===== config.mk =====
export PLATFORM = sky130hd
export DESIGN_NAME = dpll_loop_filter
export DESIGN_NICKNAME = d
export VERILOG_FILES = /design/src/rtl/dpll_pkg.sv /design/src/rtl/dpll_sat_accum.sv /design/src/rtl/dpll_loop_filter.sv
export SDC_FILE = /design/constraint.sdc
export NUM_CORES = 1
export LEC_CHECK = 0
export ABC_CLOCK_PERIOD_IN_PS = 11450
export CORE_MARGIN = 3
export CORE_UTILIZATION = 44
export CTS_CLUSTER_SIZE = 24
export DETAILED_ROUTE_END_ITERATION = 7
export PLACE_DENSITY = 0.73
export SLEW_MARGIN = 20
export SYNTH_ARGS = -nofsm -noshare
export SYNTH_HDL_FRONTEND = slang
export SYNTH_HIERARCHICAL = 1
export SYNTH_SLANG_ARGS = --single-unit

===== constraint.sdc =====
create_clock -name clk -period 11.45 [get_ports clk]
set_clock_uncertainty 0.1 [all_clocks]
set_input_delay 1.145 -clock clk [delete_from_list [all_inputs] [get_ports clk]]
set_output_delay 1.145 -clock clk [all_outputs]
set_load 0.05 [all_outputs]

===== src/rtl/dpll_pkg.sv =====
// Shared types and saturation helpers for the DPLL loop filter.
// Helpers work on 64-bit signed values and take the target width.
package dpll_pkg;

    typedef enum logic [1:0] {
        P_ONLY  = 2'd0,
        PI      = 2'd1,
        PI_POLE = 2'd2
    } mode_e;

    typedef enum logic {
        G_ACQ = 1'b0,
        G_TRK = 1'b1
    } gear_e;

    // Reserved encoding 3 behaves as plain PI.
    function automatic mode_e decode_mode(input logic [1:0] m);
        mode_e r;
        case (m)
            2'd0:    r = P_ONLY;
            2'd2:    r = PI_POLE;
            default: r = PI;
        endcase
        return r;
    endfunction

    // Clamp v into the signed range of a w-bit word.
    function automatic logic signed [63:0] sat_signed(
        input logic signed [63:0] v,
        input int                 w
    );
        logic signed [63:0] hi;
        logic signed [63:0] lo;
        hi = (64'sd1 <<< (w - 1)) - 64'sd1;
        lo = -(64'sd1 <<< (w - 1));
        if (v > hi) begin
            return hi;
        end
        if (v < lo) begin
            return lo;
        end
        return v;
    endfunction

    // Clamp v into the unsigned range of a w-bit word.
    function automatic logic [63:0] clamp_unsigned(
        input logic signed [63:0] v,
        input int                 w
    );
        logic signed [63:0] hi;
        hi = (64'sd1 <<< w) - 64'sd1;
        if (v < 64'sd0) begin
            return '0;
        end
        if (v > hi) begin
            return $unsigned(hi);
        end
        return $unsigned(v);
    endfunction

endpackage


===== src/rtl/dpll_sat_accum.sv =====
// Saturating signed adder: a + b clamped to W bits, never wraps.
// ovf_o flags that the true sum did not fit and was clamped.
module dpll_sat_accum
    import dpll_pkg::*;
#(
    parameter int W = 20
) (
    input  logic signed [W-1:0] a_i,
    input  logic signed [W-1:0] b_i,
    output logic signed [W-1:0] sum_o,
    output logic                ovf_o
);

    logic signed [W:0] raw;

    // One guard bit; overflow when the two top bits disagree.
    always_comb begin
        raw   = {a_i[W-1], a_i} + {b_i[W-1], b_i};
        ovf_o = raw[W] ^ raw[W-1];
        if (ovf_o) begin
            sum_o = raw[W] ? {1'b1, {(W-1){1'b0}}}
                           : {1'b0, {(W-1){1'b1}}};
        end else begin
            sum_o = raw[W-1:0];
        end
    end

endmodule


===== src/rtl/dpll_loop_filter.sv =====
// Digital PI loop filter with optional IIR pole for the DPLL.
// Pipeline: stage 1 (PI sum), stage 2 (pole), output code register.
module dpll_loop_filter
    import dpll_pkg::*;
#(
    parameter int W_ERR   = 8,
    parameter int FRAC    = 8,
    parameter int W_INT   = 20,
    parameter int W_OUT   = 10,
    parameter int ACQ_LEN = 16
) (
    input  logic                    clk,
    input  logic                    rstn,
    input  logic                    err_valid,
    input  logic signed [W_ERR-1:0] err,
    input  logic [1:0]              mode,
    input  logic [3:0]              kp_acq,
    input  logic [3:0]              ki_acq,
    input  logic [3:0]              kp_trk,
    input  logic [3:0]              ki_trk,
    input  logic [2:0]              kpole,
    input  logic                    freeze,
    input  logic                    init_load,
    input  logic [W_OUT-1:0]        init_code,
    output logic                    out_valid,
    output logic [W_OUT-1:0]        dco_code,
    output logic                    int_sat,
    output logic                    gear
);

    localparam int CW = $clog2(ACQ_LEN + 1);
    localparam logic [CW-1:0] ACQ_END = CW'(ACQ_LEN);
    localparam logic [W_OUT-1:0] CODE_MID = {1'b1, {(W_OUT-1){1'b0}}};
    localparam logic signed [63:0] MID64 = 64'sd1 <<< (W_OUT - 1);
    localparam logic signed [63:0] RND64 = 64'sd1 <<< (FRAC - 1);

    // Sample acceptance; preload outranks freeze, freeze outranks data.
    logic accept;
    assign accept = err_valid & ~freeze & ~init_load;

    // Gear state and accepted-sample counter.
    gear_e           gear_q;
    logic [CW-1:0]   cnt_q;

    // Stage-1 datapath.
    mode_e                   mode_s;
    logic [3:0]              kp_s;
    logic [3:0]              ki_s;
    logic signed [W_INT-1:0] e_s;
    logic signed [W_INT-1:0] prop_s;
    logic signed [W_INT-1:0] iinc_s;
    logic signed [W_INT-1:0] integ_sum;
    logic                    integ_ovf;
    logic signed [W_INT-1:0] integ_d;
    logic                    sat_d;
    logic signed [W_INT-1:0] sum_d;
    logic                    sum_ovf_unused;

    logic signed [W_INT-1:0] integ_q;
    logic signed [W_INT-1:0] sum_q;
    logic                    int_sat_q;
    logic                    v1_q;
    logic                    pole_q;
    logic [2:0]              kpole_q;

    // Stage-2 datapath.
    logic signed [W_INT:0]   diff_s;
    logic signed [W_INT:0]   step_s;
    logic signed [63:0]      y64_s;
    logic signed [63:0]      step64_s;
    logic signed [W_INT-1:0] y_d;
    logic signed [W_INT-1:0] y_q;
    logic                    v2_q;

    // Output stage.
    logic signed [63:0]      rnd_s;
    logic [W_OUT-1:0]        code_d;
    logic [W_OUT-1:0]        code_q;
    logic                    out_valid_q;

    // Preload value in the internal fixed-point domain.
    logic signed [W_OUT:0]   pre_c;
    logic signed [W_INT-1:0] preload_s;

    assign pre_c = $signed({1'b0, init_code}) - $signed({1'b0, CODE_MID});
    assign preload_s = W_INT'(pre_c) <<< FRAC;

    assign e_s = {{(W_INT-W_ERR-FRAC){err[W_ERR-1]}}, err, {FRAC{1'b0}}};

    // Gain selection and PI arithmetic for the incoming sample.
    always_comb begin
        mode_s  = decode_mode(mode);
        kp_s    = (gear_q == G_TRK) ? kp_trk : kp_acq;
        ki_s    = (gear_q == G_TRK) ? ki_trk : ki_acq;
        prop_s  = e_s >>> kp_s;
        iinc_s  = e_s >>> ki_s;
        integ_d = integ_sum;
        sat_d   = integ_ovf;
        if (mode_s == P_ONLY) begin
            integ_d = '0;
            sat_d   = 1'b0;
        end
    end

    dpll_sat_accum #(.W(W_INT)) u_integ (
        .a_i   (integ_q),
        .b_i   (iinc_s),
        .sum_o (integ_sum),
        .ovf_o (integ_ovf)
    );

    dpll_sat_accum #(.W(W_INT)) u_sum (
        .a_i   (integ_d),
        .b_i   (prop_s),
        .sum_o (sum_d),
        .ovf_o (sum_ovf_unused)
    );

    // Pole step toward sum; the result always lies between y and sum.
    always_comb begin
        diff_s   = {sum_q[W_INT-1], sum_q} - {y_q[W_INT-1], y_q};
        step_s   = diff_s >>> kpole_q;
        y64_s    = {{(64-W_INT){y_q[W_INT-1]}}, y_q};
        step64_s = {{(63-W_INT){step_s[W_INT]}}, step_s};
        y_d      = sum_q;
        if (pole_q) begin
            y_d = W_INT'(sat_signed(y64_s + step64_s, W_INT));
        end
    end

    // Round to nearest integer code, recentre, clamp to DCO range.
    always_comb begin
        rnd_s  = ((y64_s + RND64) >>> FRAC) + MID64;
        code_d = W_OUT'(clamp_unsigned(rnd_s, W_OUT));
    end

    // Stage 1: integrator update and PI sum on accepted samples.
    always_ff @(posedge clk or negedge rstn) begin
        if (!rstn) begin
            v1_q      <= 1'b0;
            integ_q   <= '0;
            sum_q     <= '0;
            int_sat_q <= 1'b0;
            pole_q    <= 1'b0;
            kpole_q   <= '0;
        end else if (init_load) begin
            v1_q      <= 1'b0;
            integ_q   <= preload_s;
            int_sat_q <= 1'b0;
        end else begin
            v1_q <= accept;
            if (accept) begin
                integ_q   <= integ_d;
                sum_q     <= sum_d;
                int_sat_q <= sat_d;
                pole_q    <= (mode_s == PI_POLE) && (kpole != 3'd0);
                kpole_q   <= kpole;
            end
        end
    end

    // Stage 2: optional first-order pole; drains even while frozen.
    always_ff @(posedge clk or negedge rstn) begin
        if (!rstn) begin
            v2_q <= 1'b0;
            y_q  <= '0;
        end else if (init_load) begin
            v2_q <= 1'b0;
            y_q  <= preload_s;
        end else begin
            v2_q <= v1_q;
            if (v1_q) begin
                y_q <= y_d;
            end
        end
    end

    // Output register: code and one-cycle valid pulse.
    always_ff @(posedge clk or negedge rstn) begin
        if (!rstn) begin
            code_q      <= CODE_MID;
            out_valid_q <= 1'b0;
        end else if (init_load) begin
            code_q      <= init_code;
            out_valid_q <= 1'b1;
        end else begin
            out_valid_q <= v2_q;
            if (v2_q) begin
                code_q <= code_d;
            end
        end
    end

    // Gear FSM: acquisition until ACQ_LEN accepted samples, then tracking.
    always_ff @(posedge clk or negedge rstn) begin
        if (!rstn) begin
            gear_q <= G_ACQ;
            cnt_q  <= '0;
        end else if (init_load) begin
            gear_q <= G_ACQ;
            cnt_q  <= '0;
        end else if (accept && gear_q == G_ACQ) begin
            cnt_q <= CW'(cnt_q + 1'b1);
            if (CW'(cnt_q + 1'b1) == ACQ_END) begin
                gear_q <= G_TRK;
            end
        end
    end

    assign out_valid = out_valid_q;
    assign dco_code  = code_q;
    assign int_sat   = int_sat_q;
    assign gear      = gear_q;

endmodule


==> run metrics, run 1 <==
status completed; number of setup violations in the final report 0; Critical Path RT ~12000 ps; Internal slightly below 2 mW; hold_buf cts 0; WP data arrival between 8000 and 9000 ps; mapped cell area 10700 um^2; footprint of the multi-input gates 8090 um^2; Hold Vio Cnt, Final 0; Root Buffer clkbuf_16; CP max FO 21; Peak VDD IR 151 uV; clock share of power a little under a tenth; ANT nets after route 0; critical path class primary input to flop; core footprint 23700 um^2; GPL Wtd Cong 0.935; RSZ-0062 raised after global routing no; Max Root-Sink Buffers 2; TritonCTS Buffers 9; Clk Latency, worst-skew pair around 350 ps; input/output buffers 56; Finished Layout Cells approximately 1700; Worst slew margin 25.1%; Site Rows 56; gr usage total a little over a fifth; initial core utilization 45.3%; number of global-route vias before repair approximately 9000; CTS tree built; Syn Inst Count about 1300; hpwl dp between 20 and 25 mm; post-layout min period approximately 7800 ps; Sw Ratio approximately 51%; setup_tns 0 ps; storage element area roughly 2100 um^2; Clock Sinks 84; wire length per cell between 15 and 20 um; Yosys warnings 6; die width 162 um; boundary pin count 57; drt total wl approximately 29 mm; Die Y roughly 160 um; Final Power roughly 4.0 mW; Cells after DPL 1640; setup bufs post-CTS 0; initial antenna violation count 0; Reg clk slew, reported paths 70 ps; Area Growth Syn to Fin 10.2%; layout cells sized above 1 between 10% and 20%; vias per cell between 5 and 6; Overflow after GRT 0; Gate power share roughly four fifths; Reg power frac a little under an eighth; n_diodes 0; Slew @ Worst Pin 1120 ps; net count after synthesis between 1000 and 1500; largest net degree at the start of global routing between 80 and 90; Nets roughly 1500; initial DRC count 669; CP endpoint kind flop; first-pass GRT wire length around 47 mm; final core utilization around 50%; # H-tree levels 3; DRT Pass-1 Iters 5; # DRC 0; LEAKAGE just over 5 nW; hold_ws between 400 and 500 ps; critical path launch point type primary input; routed vias 9874; max-cap viol count 0; filler cell count 2301; die area 26300 um^2; Max Transition Viols Final 0; post_cts resized 0; fmax about 130 MHz; switching power approximately 2.0 mW; Mean Syn Cell Area 8.08 um^2; crit share post-route between 60 and 70%; worst min path class flop to flop; pwr dens around 340 nW/um^2
-- critical path, cell delays in order --
cell and delay, ps:
clkdlybuf4s50_1 410, mux2i_2 610, mux2i_1 360, mux2i_1 140, mux2i_1 230, nor2_1 80, ha_1 210, fa_1 400
a21oi_1 230, o22ai_1 120, o31a_2 420, a21boi_2 220, o2bb2ai_2 310, maj3_2 420, and2_1 170, ha_1 380
nand2_1 130, or3_4 400, o21ai_4 210, a2111oi_4 110, a211oi_4 760, maj3_2 380, nand2_1 60, o21ai_0 80
-- per-stage QoR --
step | area, um^2 | setup slack [ps]
3_5_place_dp | 11400 | 3000
3_3_place_gp | 11400 | 3250
2_1_floorplan | 10700 | 4530
6_report | 11800 | 3610
4_1_cts | 11800 | 3360
5_1_grt | 11800 | 2970
-- registers in the layout, indices dropped and copies added, names as in the netlist --
name and flops:
dco_code 10, sum_q 20, int_sat 1, v2_q 1, out_valid 1, kpole_q 3, gear 1, integ_q 20
v1_q 1, cnt_q 5, y_q 20, pole_q 1
-- cells in the final DEF, fill, tap and decap left out, drive strengths merged, types with 20 or more instances in the layout --
cell type and count:
dfrtp 83, xor2 24, a31oi 22, nand2b 20, ha 85, a21oi 121, mux2i 59, a21o 36
xnor2 57, and2 32, clkdlybuf4s50 55, nand2 161, a211oi 22, o211ai 27, o21ai 92, maj3 38
nor3 25, inv 51, nand3 38, nor2 71
-- power by group through the flow --
stage               registers [mW]  logic [mW]  clock network [mW]
floorplan                    0.434        2.59                   0
CTS                          0.455        3.14               0.373
global placement             0.458        3.08                   0
finish                       0.459        3.17               0.368
global route                 0.466        3.49               0.387
detailed placement           0.458        3.11                   0
-- layout make-up --
cell class                      instances  share of cell area, %
Multi-Input combinational cell       1116                   68.4
Sequential cell                        84                   17.8
Timing Repair Buffer                   70                   5.64
Tap cell                              319                   3.38
Clock buffer                            9                   1.91
Inverter                               51                   1.62
Clock inverter                          7                   1.24
-- per-layer routing --
layer,wire [um],global-route usage (%)
met1,13200,29.6
met2,13900,36.8
met3,1470,2.78
met4,450,4.46
met5,0,0
-- path summary, 6_finish.rpt --
kind	start	endpoint	slack, ps	cells after the start
min in group asynchronous	rstn	y_q[1]	480	1
max in group asynchronous	rstn	sum_q[19]	9860	2
worst max-delay path	ki_trk[0]	sum_q[1]	3610	24
worst min-delay path	integ_q[11]	integ_q[11]	410	1
worst min register to register	integ_q[11]	integ_q[11]	410	1
worst max register to register	gear	sum_q[1]	3930	23
No activity file was read; power rests on OpenSTA's default activity.
==> run 2: changes to the inputs <==
--- a/config.mk
+++ b/config.mk
@@ -5,12 +5,12 @@
 export SDC_FILE = /design/constraint.sdc
 export NUM_CORES = 1
 export LEC_CHECK = 0
-export ABC_CLOCK_PERIOD_IN_PS = 11450
+export ABC_CLOCK_PERIOD_IN_PS = 6850
 export CORE_MARGIN = 3
 export CORE_UTILIZATION = 44
 export CTS_CLUSTER_SIZE = 24
 export DETAILED_ROUTE_END_ITERATION = 7
-export PLACE_DENSITY = 0.73
+export PLACE_DENSITY = 0.75
 export SLEW_MARGIN = 20
 export SYNTH_ARGS = -nofsm -noshare
 export SYNTH_HDL_FRONTEND = slang
==> constraint.sdc (replaced) <==
create_clock -name clk -period 6.85 [get_ports clk]
set_clock_uncertainty 0.1 [all_clocks]
set_input_delay 0.685 -clock clk [delete_from_list [all_inputs] [get_ports clk]]
set_output_delay 0.685 -clock clk [all_outputs]
set_load 0.05 [all_outputs]
==> run 2 against run 1 <==
  * Combinational power up 73%
  * Die area unchanged
  * First-iteration DRC count up 56%
  * Routed wire length up 3.6%
  * Hold slack worse by 380 ps
  * Sequential cell count unchanged
  * Sequential share of layout area down 0.27 points
  * Count of clock-buffer cells in the layout up 1
  * Via count up 1.8%
  * Cell count up 1.8%
  * Largest cell class unchanged
  * Largest power group unchanged
==> run metrics, run 2 (synthesis results as in run 1) <==
status completed; routed vias 10056 (+1.8%); Hold Vio Cnt, Final 0 (unchanged); WP data arrival 6800 ps (-1210 ps); initial core utilization 45.3% (unchanged); leading registers by flop count integ_q (20), sum_q (20), y_q (20); initial antenna violation count 0 (unchanged); die width 162 um (unchanged); n_diodes 0 (unchanged); largest net degree at the start of global routing 82 (+1.2%); Placed Area 11700 um^2 (+1.9%); Final Power 6.71 mW (+68%); crit share post-route between 90 and 100%; Clk Latency, worst-skew pair 350 ps (about the same); post-layout min period around 6700 ps; CP endpoint kind flop; Root Buffer clkbuf_16; core footprint 23700 um^2 (unchanged); LEAKAGE 5.21 nW (+2.0%); vias per cell 5.97 (about the same); input/output buffers 56 (unchanged); first-pass GRT wire length 48.7 mm (+3.9%); hold_buf cts 0 (unchanged); fmax ~150 MHz; final core utilization 50.7% (+0.77 points); Nets 1495 (+2.0%); Max Root-Sink Buffers 2 (unchanged); critical path class primary input to flop; Area Growth Syn to Fin 11.9%; wire length per cell 17.8 um (+1.8%); Die Y 162 um (unchanged); filler cell count 2289 (-0.52%); Peak VDD IR 248 uV (+64%); Critical Path RT 6950 ps (-4680 ps); most common cell after layout, fill and taps aside nand2_1; setup slack after layout 143 ps (-3470 ps); die area 26300 um^2 (unchanged); r2r startpoint gear; Clock Sinks 84 (unchanged); gr usage total 22.4% (+0.75 points); # H-tree levels 3 (unchanged); drt total wl 30.1 mm (+3.6%); Worst slew margin 46.7% (+22 points); Reg clk slew, reported paths 70 ps (about the same); Overflow after GRT 0 (unchanged); layout cells sized above 1 13.1% (+2.3 points); number of global-route vias before repair 9579 (+4.1%); TritonCTS Buffers 9 (unchanged); worst min path class primary input to asynchronous set/reset pin; most frequent cells in the layout 161 x nand2_1, 114 x a21oi_1, 85 x ha_1; CTS tree built; critical path launch point type primary input; # DRC 0 (unchanged); max-cap viol count 0 (unchanged); initial DRC count 1043 (+56%); hold_ws 27.4 ps (-379 ps); GPL Wtd Cong 0.999 (+6.9%); Max Transition Viols Final 0 (unchanged); DRT Pass-1 Iters 6 (+1); CP max FO 20 (-4.8%); Place WS -272 ps (-3270 ps); post-route cell area 12000 um^2 (+1.5%); Site Rows 56 (unchanged); hpwl dp 23.6 mm (+3.2%); Slew @ Worst Pin 790 ps (-332 ps); ANT nets after route 0 (unchanged); boundary pin count 57 (unchanged); pwr dens 559 nW/um^2 (+65%); CP Launch Point ki_acq[0]; number of setup violations in the final report 0 (unchanged)
-- run 2: timing repair --
action                     4_1_cts  5_1_grt
resized for setup                0        6
buffers inserted                 0        2
setup endpoints to repair        0       19
-- run 2: area by class of cell --
cell class,instances,area [um^2],area share [%]
well taps,319,399,3.33
flip-flops and latches,84,2100,17.5
clock inverters,5,38.8,0.323
multi-input cells,1116,8110,67.6
repair buffers,100,921,7.67
inverters,51,191,1.59
clock buffers,10,239,1.99
-- run 2: path summary, 6_finish.rpt --
kind,to,depth (start not counted),slack (ps)
worst max-delay path,sum_q[1],27,140
worst min-delay path,kpole_q[1],1,30
worst max register to register,sum_q[1],26,350
worst min register to register,integ_q[16],1,400
max in group asynchronous,y_q[2],2,5680
min in group clk,integ_q[16],1,400
-- run 2: routing by layer --
metal  part of all wire [%]  GRT usage [%]  routed length [um]  vias up
met5                      0              0                   0        -
li1                       -              -                   -     4933
met1                     45           30.1               13500     4771
met2                     48           38.3               14500      301
met3                    4.6           2.60                1390       51
met4                    2.1           6.05                 637        0
-- run 2: power by group --
group	internal (mW)	switching, mW
clock	0.255	0.215
sequential	0.616	0.146
combinational	2.37	3.11
-- run 2: worst max-delay path, stage by stage --
cell             delay [ps]
clkdlybuf4s50_1         410
mux2i_2                 190
buf_4                   220
mux2i_2                 260
mux2i_1                 140
mux2i_1                 210
nor2_1                   80
ha_1                    220
fa_1                    430
a21oi_2                 220
o22ai_1                 120
o31a_2                  360
a21boi_2                200
o2bb2ai_2                90
buf_4                   200
maj3_2                  300
and2_1                  200
fa_1                    490
a21oi_1                 230
o22ai_1                 130
o31a_2                  420
a21boi_2                210
o2bb2ai_1               100
buf_4                   220
maj3_2                  300
nand2_1                  50
o21ai_0                 110
-- run 2: per-stage QoR --
| stage | setup TNS [ps] | cells |
|---|---|---|
| final | 0 | 1685 |
| after CTS | 0 | 1682 |
| after global routing | -126 | 1685 |
| after global placement | -191 | 1667 |
| after floorplan | 0 | 1328 |
| after detailed placement | -3740 | 1667 |
